<file path="config.mk">
export PLATFORM = sky130hd
export DESIGN_NAME = instr_fetch_unit
export DESIGN_NICKNAME = d
export VERILOG_FILES = /design/src/rtl/instr_fetch_unit_pkg.sv /design/src/rtl/instr_fetch_unit.sv
export SDC_FILE = /design/constraint.sdc
export NUM_CORES = 1
export LEC_CHECK = 0
export BUFFER_PORTS_ARGS = -buffer_cell sky130_fd_sc_hd__buf_2
export CAP_MARGIN = 30
export CORE_MARGIN = 3
export CORE_UTILIZATION = 52
export CTS_CLUSTER_SIZE = 25
export DETAILED_ROUTE_END_ITERATION = 7
export MAX_ROUTING_LAYER = met4
export PLACE_DENSITY = 0.8
export SETUP_SLACK_MARGIN = 0.4
export SYNTH_ARGS = -nofsm -noshare
export SYNTH_HDL_FRONTEND = slang
export SYNTH_SLANG_ARGS = --single-unit
</file>
<file path="constraint.sdc">
create_clock -name clk_i -period 2.45 [get_ports clk_i]
set_input_delay 0.3675 -clock clk_i [delete_from_list [all_inputs] [get_ports clk_i]]
set_output_delay 0.3675 -clock clk_i [all_outputs]
set_load 0.01 [all_outputs]
</file>
<file path="src/rtl/instr_fetch_unit_pkg.sv">
// ============================================================================
// Module : instr_fetch_unit_pkg
// Brief  : Shared fetch-state encoding and constants for the fetch unit.
// Rev    : 1.0
// ============================================================================
`default_nettype none

package instr_fetch_unit_pkg;

   typedef enum logic [1:0] {
      FETCH      = 2'd0,
      MISS       = 2'd1,
      REDIR_WAIT = 2'd2
   } fetch_state_t;

   localparam logic [31:0] NOP_INSTR    = 32'h0000_0013;
   localparam logic [31:0] PC_INCREMENT = 32'd4;

endpackage : instr_fetch_unit_pkg

`default_nettype wire

</file>
<file path="src/rtl/instr_fetch_unit.sv">
// ============================================================================
// Module : instr_fetch_unit
// Brief  : Fetch PC, miss/redirect sequencing and the fetch->decode register.
// Rev    : 1.0
// ============================================================================
`default_nettype none

module instr_fetch_unit
   import instr_fetch_unit_pkg::*;
#(
   parameter logic [31:0] RESET_PC = 32'h0000_0000
) (
   input  logic        clk_i,
   input  logic        reset_i,
   input  logic        stall_f_i,
   input  logic        redirect_i,
   input  logic [31:0] redirect_target_i,
   output logic [31:0] imem_addr_o,
   input  logic [31:0] imem_rd_i,
   input  logic        instr_hit_f_i,
   input  logic        ic_repl_permit_i,
   output logic [31:0] instr_d_o,
   output logic [31:0] pc_d_o,
   output logic [31:0] pc_plus4_d_o,
   output logic        valid_d_o,
   input  logic        ready_d_i,
   output logic        misalign_o
);

   fetch_state_t state_q,     state_d;
   logic [31:0]  pc_f_q,      pc_f_d;
   logic [31:0]  pend_pc_q,   pend_pc_d;
   logic         dec_valid_q, dec_valid_d;
   logic [31:0]  dec_instr_q, dec_instr_d;
   logic [31:0]  dec_pc_q,    dec_pc_d;
   logic [31:0]  dec_pc4_q,   dec_pc4_d;
   logic         misalign_q,  misalign_d;

   logic         slot_free;
   logic         accept;
   logic [31:0]  tgt_aligned;
   logic [31:0]  pc_f_plus4;

   assign slot_free   = !dec_valid_q || ready_d_i;
   assign tgt_aligned = {redirect_target_i[31:2], 2'b00};
   assign pc_f_plus4  = pc_f_q + PC_INCREMENT;

   always_comb begin
      state_d     = state_q;
      pc_f_d      = pc_f_q;
      pend_pc_d   = pend_pc_q;
      dec_valid_d = dec_valid_q;
      dec_instr_d = dec_instr_q;
      dec_pc_d    = dec_pc_q;
      dec_pc4_d   = dec_pc4_q;
      misalign_d  = redirect_i && (redirect_target_i[1:0] != 2'b00);
      accept      = 1'b0;

      if (redirect_i) begin
         dec_valid_d = 1'b0;
         case (state_q)
            REDIR_WAIT: pend_pc_d = tgt_aligned;
            MISS: begin
               // An unabandonable miss parks the target until the refill ends.
               if (ic_repl_permit_i) begin
                  pc_f_d  = tgt_aligned;
                  state_d = FETCH;
               end else begin
                  pend_pc_d = tgt_aligned;
                  state_d   = REDIR_WAIT;
               end
            end
            default: begin
               pc_f_d  = tgt_aligned;
               state_d = FETCH;
            end
         endcase
      end else if (stall_f_i) begin
         if (dec_valid_q && ready_d_i) begin
            dec_valid_d = 1'b0;
         end
      end else begin
         case (state_q)
            FETCH, MISS: begin
               if (instr_hit_f_i) begin
                  state_d = FETCH;
                  accept  = slot_free;
               end else begin
                  state_d = MISS;
               end
            end
            REDIR_WAIT: begin
               if (instr_hit_f_i || ic_repl_permit_i) begin
                  pc_f_d  = pend_pc_q;
                  state_d = FETCH;
               end
            end
            default: state_d = FETCH;
         endcase

         if (accept) begin
            dec_valid_d = 1'b1;
            dec_instr_d = imem_rd_i;
            dec_pc_d    = pc_f_q;
            dec_pc4_d   = pc_f_plus4;
            pc_f_d      = pc_f_plus4;
         end else if (dec_valid_q && ready_d_i) begin
            dec_valid_d = 1'b0;
         end
      end
   end

   always_ff @(posedge clk_i) begin
      if (reset_i) begin
         state_q     <= FETCH;
         pc_f_q      <= RESET_PC;
         pend_pc_q   <= 32'h0000_0000;
         dec_valid_q <= 1'b0;
         dec_instr_q <= NOP_INSTR;
         dec_pc_q    <= 32'h0000_0000;
         dec_pc4_q   <= 32'h0000_0000;
         misalign_q  <= 1'b0;
      end else begin
         state_q     <= state_d;
         pc_f_q      <= pc_f_d;
         pend_pc_q   <= pend_pc_d;
         dec_valid_q <= dec_valid_d;
         dec_instr_q <= dec_instr_d;
         dec_pc_q    <= dec_pc_d;
         dec_pc4_q   <= dec_pc4_d;
         misalign_q  <= misalign_d;
      end
   end

   assign imem_addr_o  = pc_f_q;
   assign instr_d_o    = dec_instr_q;
   assign pc_d_o       = dec_pc_q;
   assign pc_plus4_d_o = dec_pc4_q;
   assign valid_d_o    = dec_valid_q;
   assign misalign_o   = misalign_q;

endmodule : instr_fetch_unit

`default_nettype wire

</file>
---- Yosys cells after proc, flatten, opt, wreduce, memory -nomap -nowiden ----
Cells that the tools add are included.
cells by class
  reductions and logical operators ........ 16
  bitwise gates (word level) .............. 2
  eq/ne operators ......................... 7
  $add $sub $neg .......................... 1
  muxes and demuxes ....................... 23
operators with widths
  operator                                               number
  two-way mux 32 bit                                     7
  one-hot mux 32 bit (2 select lines)                    2
  adder 32 x 3 -> 32 bit, second input constant          1
  AND reduction 3 bit                                    3
  two-way mux 1 bit                                      8
  two-way mux 2 bit                                      4
  one-hot mux 2 bit (2 select lines)                     2
  inequality test 2 bit, second input constant           3
  nonzero test 3 bit                                     2
  AND reduction 5 bit                                    1
  nonzero test 2 bit                                     2
  OR reduction 2 bit                                     2
  inequality test 3 bit, second input constant           1
  == test 2 x 1 -> 1 bit, second input constant          1
  == test 2 bit, second input constant                   1
  logical AND 1 bit                                      2
  zero test 2 bit                                        1
  logical OR 1 bit                                       2
  inequality test 2 x 1 -> 1 bit, second input constant  1
  NOT 1 bit                                              2
  zero test 1 bit                                        1
storage, ports and cells
  logic and storage cells ................. 57
  bits in registers ....................... 164
  bits of input ports ..................... 71

---- Longest topological paths before layout ----
Gate-level depths: netlist (run 1).
  depth in word-level cells ............... 9
  mapped depth ............................ 8

---- Least setup slack after synthesis (run 1) ----
Ideal clock, no wire load.
  path type ............................... register to register
  start point ............................. register pc_f_q[2] (netlist: imem_addr_o[2])
  end point ............................... register pc_f_q[14] (netlist: imem_addr_o[14])
  setup time .............................. 0.092 ns
  data arrival time ....................... 1.758 ns
  path slack .............................. 0.600 ns
  path buffers ............................ 0
  data required time ...................... 2.358 ns
  stages on the path, launching flop included .. 7
  cell sequence ........................... dfxtp_1 ha_1 inv_1 or4b_1 nor3_1 a221oi_1 o32ai_1
between the ends
  cells in the longest elaborated chain, start to end .. 4
RTL lines
  element                 RTL line                 RTL
  from (decl)             instr_fetch_unit.sv:31   logic [31:0] pc_f_q, pc_f_d;
  from (signal assigned)  instr_fetch_unit.sv:125  pc_f_q <= pc_f_d;
  adder 32 x 3 -> 32 bit  instr_fetch_unit.sv:46   assign pc_f_plus4 = pc_f_q + PC_INCREMENT;
  two-way mux 32 bit      instr_fetch_unit.sv:101  if (accept) begin
  two-way mux 32 bit      instr_fetch_unit.sv:78   end else if (stall_f_i) begin
  two-way mux 32 bit      instr_fetch_unit.sv:59   if (redirect_i) begin
Every way passes these cells. The select of a mux whose other input is x is not followed.
A chain may end at the register's enable or synchronous reset.

---- Worst setup path after layout (run 1) ----
  start point ............................. register pc_f_q[2] (netlist: imem_addr_o[2])
  end point ............................... register pc_f_q[29] (netlist: imem_addr_o[29])
Same word-level chain as after synthesis.

==> impl_metrics.csv, run 1 <==
group,metric,value,unit
yosys,post_synth.cell_area_avg,7.91,um2
sta,worstMarginPinSlew,0.932,ns
yosys,synth_compound_area_share,20.4,%
sta,slew_headroom,37.9,%
placement,io_buffer_count,194,
grt,grt_pass1_wl,32900,um
layout,number_of_antenna_repair_diodes,0,
clock_tree,cts_num_sinks,156,
floorplan,num_io_pins,201,
clock_tree,clkSlewWorstSetupHoldPaths,0.06,ns
sta,timing.final.hold_violations,0,
yosys,synth.lib_cells_used.distinct,65,
drt,via_count,7235,
min_path,hold_path.class,"input pin to register",
floorplan,core,0.0129,mm2
floorplan,initial_utilization,54.4,%
yosys,postSynthRegisterBits,156,
sta,timing.setup.tns,0,ns
floorplan,placementRows,41,
sta,slew_violations,0,
grt,grt_pass1_vias,6300,
drt,remaining_drc_errors,0,
clock_tree,number_of_levels_the_h_tree_was_split_into,4,
power,vdd.ir_drop.worst,0.000435,V
run_status,run_status,"complete, no violations",
grt,number_of_antenna_violations_at_the_first_check_in_global_routing,0,
grt,track_usage,28.8,%
yosys,synth_sequential_area_ratio,44.6,%
sta,final.hold.worst_slack,0.161,ns
run,cap_violations,0,
sta,grt_setup_unrepaired,"true",
placement,place_area,0.00816,mm2
yosys,number_of_cells_produced_by_synthesis,885,
yosys,post_synth_instance_area,0.00700,mm2
sta,fin_crit_sh,81.8,%
placement,pre_cts_slack,0.368,ns
placement,routabilityCongestion,0.923,
sta,timing.final.setup_violations,0,
critical_path,crit_required,2.76,ns
sta,timing.clock.skew,0.00507,ns
layout,layout_commonest_cell,"nand2_1",
yosys,synth-edff-count,0,
yosys,synth_simple_gate_area_share,24.5,%
sta,period_minus_slack,2.01,ns
grt,globalRoute.totalOverflow,0,
clock_tree,clock_latency,0.42,ns
critical_path,data_arrival_critical_path,2.32,ns
clock_tree,max-clock-path-buffers,2,
yosys,synth_top_flop_cell,"dfxtp_1",
yosys,synthArstFlopShare,0,%
critical_path,cp-start-kind,"register",
layout,postLayoutCoreUtil,68.9,%
drt,finalWirelength,22000,um
power,power.leakage,3.67,nW
layout,final_net_count,1140,
yosys,yosysWarningCount,0,
drt,postRouteAntennaNets,0,
placement,place_hpwl,15000,um
yosys,synth_top_family_by_area,"simple AND/OR/NAND/NOR gates",
layout,share_of_post_route_cells_with_drive_strength_above_1,26.5,%
floorplan,chipHeight,122,um
yosys,synth_fa_ha_area_share,0.179,%
drt,initialDrtViolationCount,944,
critical_path,critPathMaxFanout,9,
sta,max_clock_freq,499,MHz
clock_tree,cts_made_buffers,17,
drt,vias_per_cell,5.77,
critical_path,timing.critical_path.to_type,"register",
drt,drtPass1Iterations,5,
power,pwr_density_cell,692,mW/mm2
drt,routed_wire_length_per_instance,17.6,um
floorplan,die-area,0.0149,mm2
floorplan,die_w,122,um
layout,layout_common_cells,"216 x nand2_1, 193 x buf_2, 154 x dfxtp_1, 113 x a21oi_1, 54 x nor2_1",
layout,layout-area-overhead-vs-synth,26.7,%
grt,largest_net_degree_at_the_start_of_global_routing,67,
layout,final_area,0.00887,mm2
clock_tree,cts_root_buf,"clkbuf_16",
yosys,yosys.area_share.xor_xnor,3.50,%
critical_path,timing.setup.critical_path_class,"register to register",
yosys,synthMuxAreaShare,1.00,%
clock_tree,cts_tree,"built",
sta,finalWorstSetupSlack,0.445,ns
-- layout make-up --
| cell class | instances | area, um2 |
|---|---|---|
| multi-input cells | 646 | 3540 |
| fillers | 1052 | 4000 |
| inverters | 12 | 45.0 |
| repair buffers | 235 | 1350 |
| flip-flops and latches | 156 | 3130 |
| clock buffers | 25 | 495 |
| well taps | 172 | 215 |
| clock inverters | 7 | 110 |
-- final timing paths --
kind,start,to,slack (ns),cells after the start
min,imem_rd_i[1],instr_d_o[1]$_SDFFE_PP1P_,0.16,3
max reg2reg,imem_addr_o[2]$_SDFFE_PP0P_,imem_addr_o[29]$_SDFFE_PP0P_,0.44,6
max,imem_addr_o[2]$_SDFFE_PP0P_,imem_addr_o[29]$_SDFFE_PP0P_,0.44,6
min reg2reg,pc_d_o[30]$_SDFFE_PP0P_,pc_d_o[30]$_SDFFE_PP0P_,0.45,2
-- power by group --
group,internal [W],switching [W]
Sequential,0.00263,0.0000856
Clock,0.00170,0.000984
Combinational,0.000285,0.000454
Total,0.00462,0.00152
-- cells by family after synthesis --
group	count (synthesis)
adders and majority gates	1
xor gates and xnor gates	28
AOI/OAI and AO/OA	228
other	1
buffers and inverters	88
and+or+nand+nor	376
muxes	7
DFF	156
-- stage by stage --
stage	instances	total power (W)
floorplan	890	0.00317
CTS	1249	0.00613
detailed placement	1216	0.00347
finish	1253	0.00614
global placement	1216	0.00346
global route	1253	0.00632
-- sequential cells by signal, summed over array words and instances, names as in the netlist --
signal	flops
instr_d_o	32
imem_addr_o	30
pc_d_o	30
pc_plus4_d_o	30
pend_pc_q	30
state_q	2
misalign_o	1
valid_d_o	1
-- layer usage --
| metal | vias to the layer above | routed length (um) | track usage, % |
|---|---|---|---|
| met5 | - | 0 | - |
| met4 | 0 | 565 | 9.87 |
| met3 | 54 | 2230 | 5.62 |
| met2 | 414 | 9730 | 40.8 |
| met1 | 3334 | 9500 | 41.0 |
| li1 | 3433 | - | - |
-- critical path, cell delays in order, from the launching register on --
cell     delay [ns]
dfxtp_1        0.52
buf_4          0.22
nand2_1        0.10
nor2_4         0.24
nand4_1        0.25
a32o_1         0.28
a211o_1        0.28
-- timing repair --
| item | 4_1_cts | 5_1_grt |
|---|---|---|
| hold buffers | 0 | 0 |
| gates resized for setup | 2 | 8 |
| pin swaps | 1 | 0 |
| gates cloned | 0 | 2 |
| setup endpoints to repair | 4 | 39 |
| endpoints found under the hold margin | 0 | 0 |
| buffers inserted | 1 | 2 |
-- cell usage after synthesis (12+ instances only) --
| cell | instances | share of area (%) |
|---|---|---|
| o21ai_0 | 27 | 1.9 |
| nor3_1 | 12 | 0.86 |
| nand4_1 | 14 | 1.3 |
| a211oi_1 | 31 | 3.3 |
| buf_2 | 14 | 1.0 |
| xor2_1 | 18 | 2.3 |
| dfxtp_1 | 156 | 45 |
| clkbuf_1 | 47 | 2.5 |
| nand3_1 | 24 | 1.7 |
| a21oi_1 | 113 | 8.1 |
| o32ai_1 | 13 | 1.6 |
| nand2_1 | 216 | 12 |
| nor2_1 | 54 | 2.9 |
Note: power is estimated with default switching activity, not from simulation.
==> inputs of run 2 (changes only) <==
Settings changed: CORE_UTILIZATION 52 to 47, PLACE_DENSITY 0.8 to 0.76.
Clock period 2.45 ns to 1.65 ns, I/O delays scaled along.
==> run 2 against run 1 <==
Effect of this change: the run now ends with setup timing left; clock skew grew 0.0069 ns; sequential share of layout area shrank 8.7 points; wire length grew 60%; global-route usage grew 1.2 points; total power grew 66%; largest cell class unchanged; highest routed layer unchanged.
==> impl_metrics.csv, run 2 (synthesis results as in run 1) <==
group,metric,value,unit
sta,slew_violations,0,
sta,timing.final.hold_violations,0,
clock_tree,cts_root_buf,"clkbuf_16",
grt,grt_pass1_wl,37800,um
clock_tree,clkSlewWorstSetupHoldPaths,0.06,ns
power,final_power,0.0102,W
layout,largest_reg_flops,32,
drt,postRouteAntennaNets,0,
critical_path,worstRegToRegCells,10,
critical_path,slowest_stage,"dfxtp_4",
critical_path,crit_path_frequent_cell,"buf_6",
floorplan,chipHeight,128,um
clock_tree,max-clock-path-buffers,2,
clock_tree,post_cts_hold_buffer_count,0,
power,gate_power_share,19.4,%
critical_path,worst_setup_path_endpoint,"pc_plus4_d_o[29]$_SDFFE_PP0P_",
power,power.leakage,5.17,nW
critical_path,worst_path_largest_cell_delay,0.37,ns
critical_path,cp-start-kind,"register",
clock_tree,clock_latency,0.45,ns
power,power_switching_share,29.1,%
sta,grt_setup_unrepaired,"true",
clock_tree,cts_made_buffers,17,
placement,routabilityCongestion,0.883,
power,share_clk_of_total_power,40.9,%
placement,place_area,0.00903,mm2
critical_path,timing.setup.critical_path_class,"register to register",
critical_path,crit_required,1.97,ns
clock_tree,number_of_levels_the_h_tree_was_split_into,4,
sta,slew_headroom,51.0,%
layout,final_net_count,1262,
sta,fin_crit_sh,128,%
floorplan,die_w,128,um
drt,vias_per_cell,6.64,
power,internal_power,0.00722,W
layout,number_of_fill_cells,601,
layout,number_of_antenna_repair_diodes,0,
critical_path,worstPathBufferInverterCount,5,
sta,timing.final.setup_violations,121,
grt,track_usage,30.0,%
critical_path,cp-startpoint,"state_q[1]$_SDFFE_PP0P_",
sta,worstMarginPinSlew,0.735,ns
layout,share_of_post_route_cells_with_drive_strength_above_1,54.8,%
layout,layout_commonest_cell,"buf_2",
critical_path,rr_startpoint,"state_q[1]$_SDFFE_PP0P_",
floorplan,placementRows,43,
drt,finalWirelength,35300,um
min_path,hold_path.class,"input pin to register",
power,p_sw,0.00297,W
grt,largest_net_degree_at_the_start_of_global_routing,100,
run_status,run_status,"finished, violations left",
grt,number_of_antenna_violations_at_the_first_check_in_global_routing,0,
clock_tree,cts_num_sinks,156,
sta,max_clock_freq,475,MHz
layout,final_area,0.0119,mm2
floorplan,initial_utilization,49.3,%
run_status,failing_checks,"setup timing",
power,p_seq_share,39.7,%
sta,period_minus_slack,2.11,ns
critical_path,critical_path.reg2reg.endpoint,"pc_plus4_d_o[29]$_SDFFE_PP0P_",
drt,initialDrtViolationCount,1674,
run,cap_violations,0,
layout,layout_common_cells,"183 x buf_2, 157 x nand2_1, 135 x dfxtp_1, 79 x buf_4, 65 x a21oi_2",
sta,finalWorstSetupSlack,-0.456,ns
layout,layout-area-overhead-vs-synth,70.4,%
grt,globalRoute.totalOverflow,0,
critical_path,path_cells,"and2b_2, nand2_4, buf_12, nor3_4, buf_4, buf_6, clkbuf_16, buf_6, nor2_1, a211oi_1",
placement,place_hpwl,16300,um
critical_path,critPathMaxFanout,6,
power,vdd.ir_drop.worst,0.000755,V
sta,final.hold.worst_slack,0.0241,ns
drt,via_count,9185,
critical_path,crit_cells,10,
floorplan,core,0.0142,mm2
critical_path,cpLargestDelayFamily,"buffers and inverters",
critical_path,data_arrival_critical_path,2.42,ns
critical_path,reg2reg_slack,-0.46,ns
grt,grt_pass1_vias,7164,
sta,timing.clock.skew,0.0120,ns
clock_tree,cts_tree,"built",
drt,drtPass1Iterations,8,
drt,routed_wire_length_per_instance,25.5,um
power,pwr_density_cell,854,mW/mm2
critical_path,timing.critical_path.to_type,"register",
floorplan,num_io_pins,201,
drt,remaining_drc_errors,0,
floorplan,die-area,0.0164,mm2
placement,io_buffer_count,194,
-- run 2: how the worst min path moves through the flow --
stage,startpoint,cells after the start,slack [ns],endpoint
global route,imem_rd_i[0],3,0.03,instr_d_o[0]$_SDFFE_PP1P_
global placement,pend_pc_q[14]$_SDFFE_PP0P_,2,0.44,pend_pc_q[14]$_SDFFE_PP0P_
floorplan,imem_rd_i[0],2,0.38,instr_d_o[0]$_SDFFE_PP1P_
finish,imem_rd_i[0],3,0.02,instr_d_o[0]$_SDFFE_PP1P_
detailed placement,pc_d_o[31]$_SDFFE_PP0P_,2,0.44,pc_d_o[31]$_SDFFE_PP0P_
CTS,imem_rd_i[4],3,0.02,instr_d_o[4]$_SDFFE_PP1P_
-- run 2: power by group through the flow --
stage / Clock (W) / Sequential, W / Combinational [W]
finish: 0.00417 / 0.00405 / 0.00198
global route: 0.00431 / 0.00405 / 0.00202
CTS: 0.00407 / 0.00400 / 0.00137
detailed placement: 0 / 0.00408 / 0.00126
global placement: 0 / 0.00408 / 0.00125
floorplan: 0 / 0.00416 / 0.000624
-- run 2: through the flow --
| step | setup TNS (ns) | util, % | worst slack, ns | instances |
|---|---|---|---|---|
| after global routing | -24.91 | 84.0 | -0.415 | 1383 |
| after CTS | -3.05 | 70.9 | -0.109 | 1354 |
| after global placement | -3.66 | 63.6 | -0.126 | 1308 |
| after detailed placement | -8.64 | 63.6 | -0.149 | 1308 |
| final | -21.78 | 84.0 | -0.456 | 1383 |
| after floorplan | -0.333 | - | -0.103 | 890 |
-- run 2: layout make-up --
class,instances,area [um2],area share (%)
inverters,12,45.0,0.377
well taps,180,225,1.89
clock buffers,23,509,4.27
multi-input cells,647,4920,41.2
repair buffers,356,2960,24.8
flip-flops and latches,156,3170,26.6
clock inverters,9,105,0.881
-- run 2: timing repair --
action / CTS / global route
gates cloned: 2 / 15
pin swaps: 13 / 149
gates resized for setup: 65 / 346
endpoints found under the setup margin: 183 / 184
buffers inserted: 12 / 14
-- run 2: routing by layer --
| layer | up-vias | global-route usage (%) | share of wire (%) |
|---|---|---|---|
| met2 | 936 | 45.4 | 44 |
| met1 | 4211 | 39.9 | 35 |
| met3 | 346 | 6.71 | 13 |
| met4 | 0 | 9.68 | 8.2 |
| met5 | - | - | 0 |
| li1 | 3692 | - | - |
-- run 2: worst reg2reg max path, delay by kind of cell (launching register included) --
kind                   cells  cell delay (ns)
AND/OR/NAND/NOR            4             0.63
buffers and inverters      5             0.68
flip-flops                 1             0.37
AO/OA/AOI/OAI              1             0.31
==> inputs of run 3 (changes only) <==
Settings changed: PLACE_DENSITY 0.76 to unset, PLACE_DENSITY_LB_ADDON set to 0.25.
==> run 3 against run 2 <==
Effect of this change: the run ends with DRC, setup timing left; critical path depth is 4 lower; design area up 7.2%; global-route usage is 0.12 points higher; register-to-register slack improved by 0.05 ns; first-iteration DRC count fell by 8.6%; sequential cell count unchanged; worst setup slack improved by 0.052 ns; final cell count up 4.4%; utilization rose by 6.0 points; clock-buffer cell count rose by 1; worst hold slack got worse by 0.0024 ns; clock skew down 0.0031 ns; largest cell class unchanged; largest power group unchanged.
==> impl_metrics.csv, run 3 (synthesis results as in run 1) <==
group,metric,value,unit
drt,postRouteAntennaNets,0,
clock_tree,clock_latency,0.46,ns
layout,largest_reg_flops,32,
critical_path,worst_path_largest_cell_delay,0.41,ns
floorplan,initial_utilization,49.3,%
run,cap_violations,0,
critical_path,data_arrival_critical_path,2.40,ns
layout,final_cell_count_no_fill,1444,
drt,drtPass1Iterations,8,
sta,timing.final.setup_violations,120,
placement,place_hpwl,16300,um
sta,finalWorstSetupSlack,-0.403,ns
power,share_clk_of_total_power,40.3,%
drt,finalWirelength,40900,um
power,vdd.ir_drop.worst,0.000859,V
clock_tree,cts_tree,"built",
grt,globalRoute.totalOverflow,0,
sta,grt_setup_unrepaired,"true",
clock_tree,max-clock-path-buffers,2,
critical_path,critPathMaxFanout,6,
layout,layout_commonest_cell,"buf_2",
layout,layout-area-overhead-vs-synth,82.6,%
floorplan,num_io_pins,201,
drt,initialDrtViolationCount,1530,
power,power_switching_share,29.5,%
clock_tree,cts_made_buffers,17,
run_status,run_status,"finished, violations left",
power,power.leakage,5.66,nW
drt,via_count,9891,
layout,share_of_post_route_cells_with_drive_strength_above_1,61.5,%
sta,max_clock_freq,487,MHz
power,gate_power_share,21.0,%
grt,grt_pass1_vias,7135,
sta,slew_violations,0,
grt,grt_pass1_wl,38200,um
critical_path,timing.setup.critical_path_class,"register to register",
floorplan,placementRows,43,
critical_path,timing.critical_path.to_type,"register",
placement,io_buffer_count,194,
floorplan,die_w,128,um
grt,largest_net_degree_at_the_start_of_global_routing,106,
sta,worstMarginPinSlew,0.749,ns
clock_tree,clkSlewWorstSetupHoldPaths,0.07,ns
layout,final_area,0.0128,mm2
sta,timing.clock.skew,0.00885,ns
power,pwr_density_cell,818,mW/mm2
clock_tree,cts_root_buf,"clkbuf_16",
layout,final_net_count,1322,
drt,routed_wire_length_per_instance,28.3,um
grt,number_of_antenna_violations_at_the_first_check_in_global_routing,1,
critical_path,path_cells,"nand4_1, nor3_4, buf_4, nand4b_1, a221o_1, a21oi_1",
placement,routabilityCongestion,0.898,
drt,remaining_drc_errors,31,
floorplan,chipHeight,128,um
floorplan,die-area,0.0164,mm2
layout,layout_common_cells,"176 x buf_2, 124 x dfxtp_1, 120 x nand2_1, 114 x buf_4, 98 x a21oi_2",
sta,slew_headroom,50.0,%
power,p_seq_share,38.7,%
critical_path,slowest_stage,"nor3_4",
sta,period_minus_slack,2.05,ns
placement,place.detailed.instances,1308,
critical_path,cp-start-kind,"register",
sta,fin_crit_sh,124,%
power,p_sw,0.00308,W
placement,place_area,0.00904,mm2
power,internal_power,0.00737,W
grt,track_usage,30.1,%
clock_tree,number_of_levels_the_h_tree_was_split_into,4,
clock_tree,cts_num_sinks,156,
drt,vias_per_cell,6.85,
critical_path,crit_required,2.00,ns
sta,timing.setup.tns,-22.45,ns
layout,number_of_fill_cells,439,
floorplan,core,0.0142,mm2
clock_tree,post_cts_hold_buffer_count,0,
min_path,hold_path.class,"input pin to register",
sta,timing.final.hold_violations,0,
run_status,failing_checks,"DRC, setup timing",
[run 3: cell types whose count changed in the layout (fill, tap and decap cells not counted), sizes merged]
cell      previous run  this run
buf                345       402
bufinv               2         3
clkbuf              34        38
clkinv               2         1
clkinvlp             3         2
diode                0         1
[run 3: area by class of cell]
cell class              count  area [um2]  area share (%)
inverters                  12        45.0           0.352
well taps                 180         225            1.76
flip-flops and latches    156        3180            24.9
clock inverters             8         131            1.03
diodes                      1        2.50          0.0196
repair buffers            416        3630            28.4
clock buffers              24         482            3.77
multi-input cells         647        5090            39.8
[run 3: worst max-delay path, delay by kind of cell, from the launching register on]
kind	cells	cell delay, ns
AND/OR/NAND/NOR	3	0.74
AO/OA/AOI/OAI	2	0.61
flip-flops	1	0.36
buffers and inverters	1	0.23
[run 3: through the flow]
stage / setup slack (ns) / hold slack [ns] / util (%) / total power, W
floorplan: -0.103 / 0.376 / - / 0.00478
global placement: -0.105 / 0.438 / 63.7 / 0.00534
detailed placement: -0.131 / 0.442 / 63.7 / 0.00535
CTS: -0.0924 / 0.0218 / 71.6 / 0.00951
global route: -0.406 / 0.0254 / 90.0 / 0.0106
finish: -0.403 / 0.0217 / 90.0 / 0.0105
[run 3: power by group through the flow]
stage	Combinational, W	Sequential (W)	Clock [W]
finish	0.00219	0.00404	0.00422
floorplan	0.000624	0.00416	0
global route	0.00223	0.00404	0.00435
CTS	0.00141	0.00400	0.00411
detailed placement	0.00128	0.00407	0
global placement	0.00127	0.00407	0
[run 3: repair_timing]
action,in CTS,in global routing
gates resized for setup,65,445
cloned,6,15
endpoints found under the setup margin,184,184
pin swaps,22,196
buffers inserted,12,70
[run 3: final timing paths]
check / endpoint / slack [ns] / cells past startpoint / start
max: imem_addr_o[20]$_SDFFE_PP0P_ / -0.40 / 6 / imem_addr_o[18]$_SDFFE_PP0P_
min reg2reg: instr_d_o[10]$_SDFFE_PP0P_ / 0.46 / 2 / instr_d_o[10]$_SDFFE_PP0P_
min: instr_d_o[0]$_SDFFE_PP1P_ / 0.02 / 3 / imem_rd_i[0]
max reg2reg: imem_addr_o[20]$_SDFFE_PP0P_ / -0.40 / 6 / imem_addr_o[18]$_SDFFE_PP0P_
[run 3: routing by layer]
layer  global-route usage [%]  routed length, um  vias to the layer above
met5                        -                  0                        -
met4                     8.36               3820                        0
met2                     45.1              17800                     1070
li1                         -                  -                     3811
met3                     6.00               5630                      439
met1                     41.6              13600                     4571
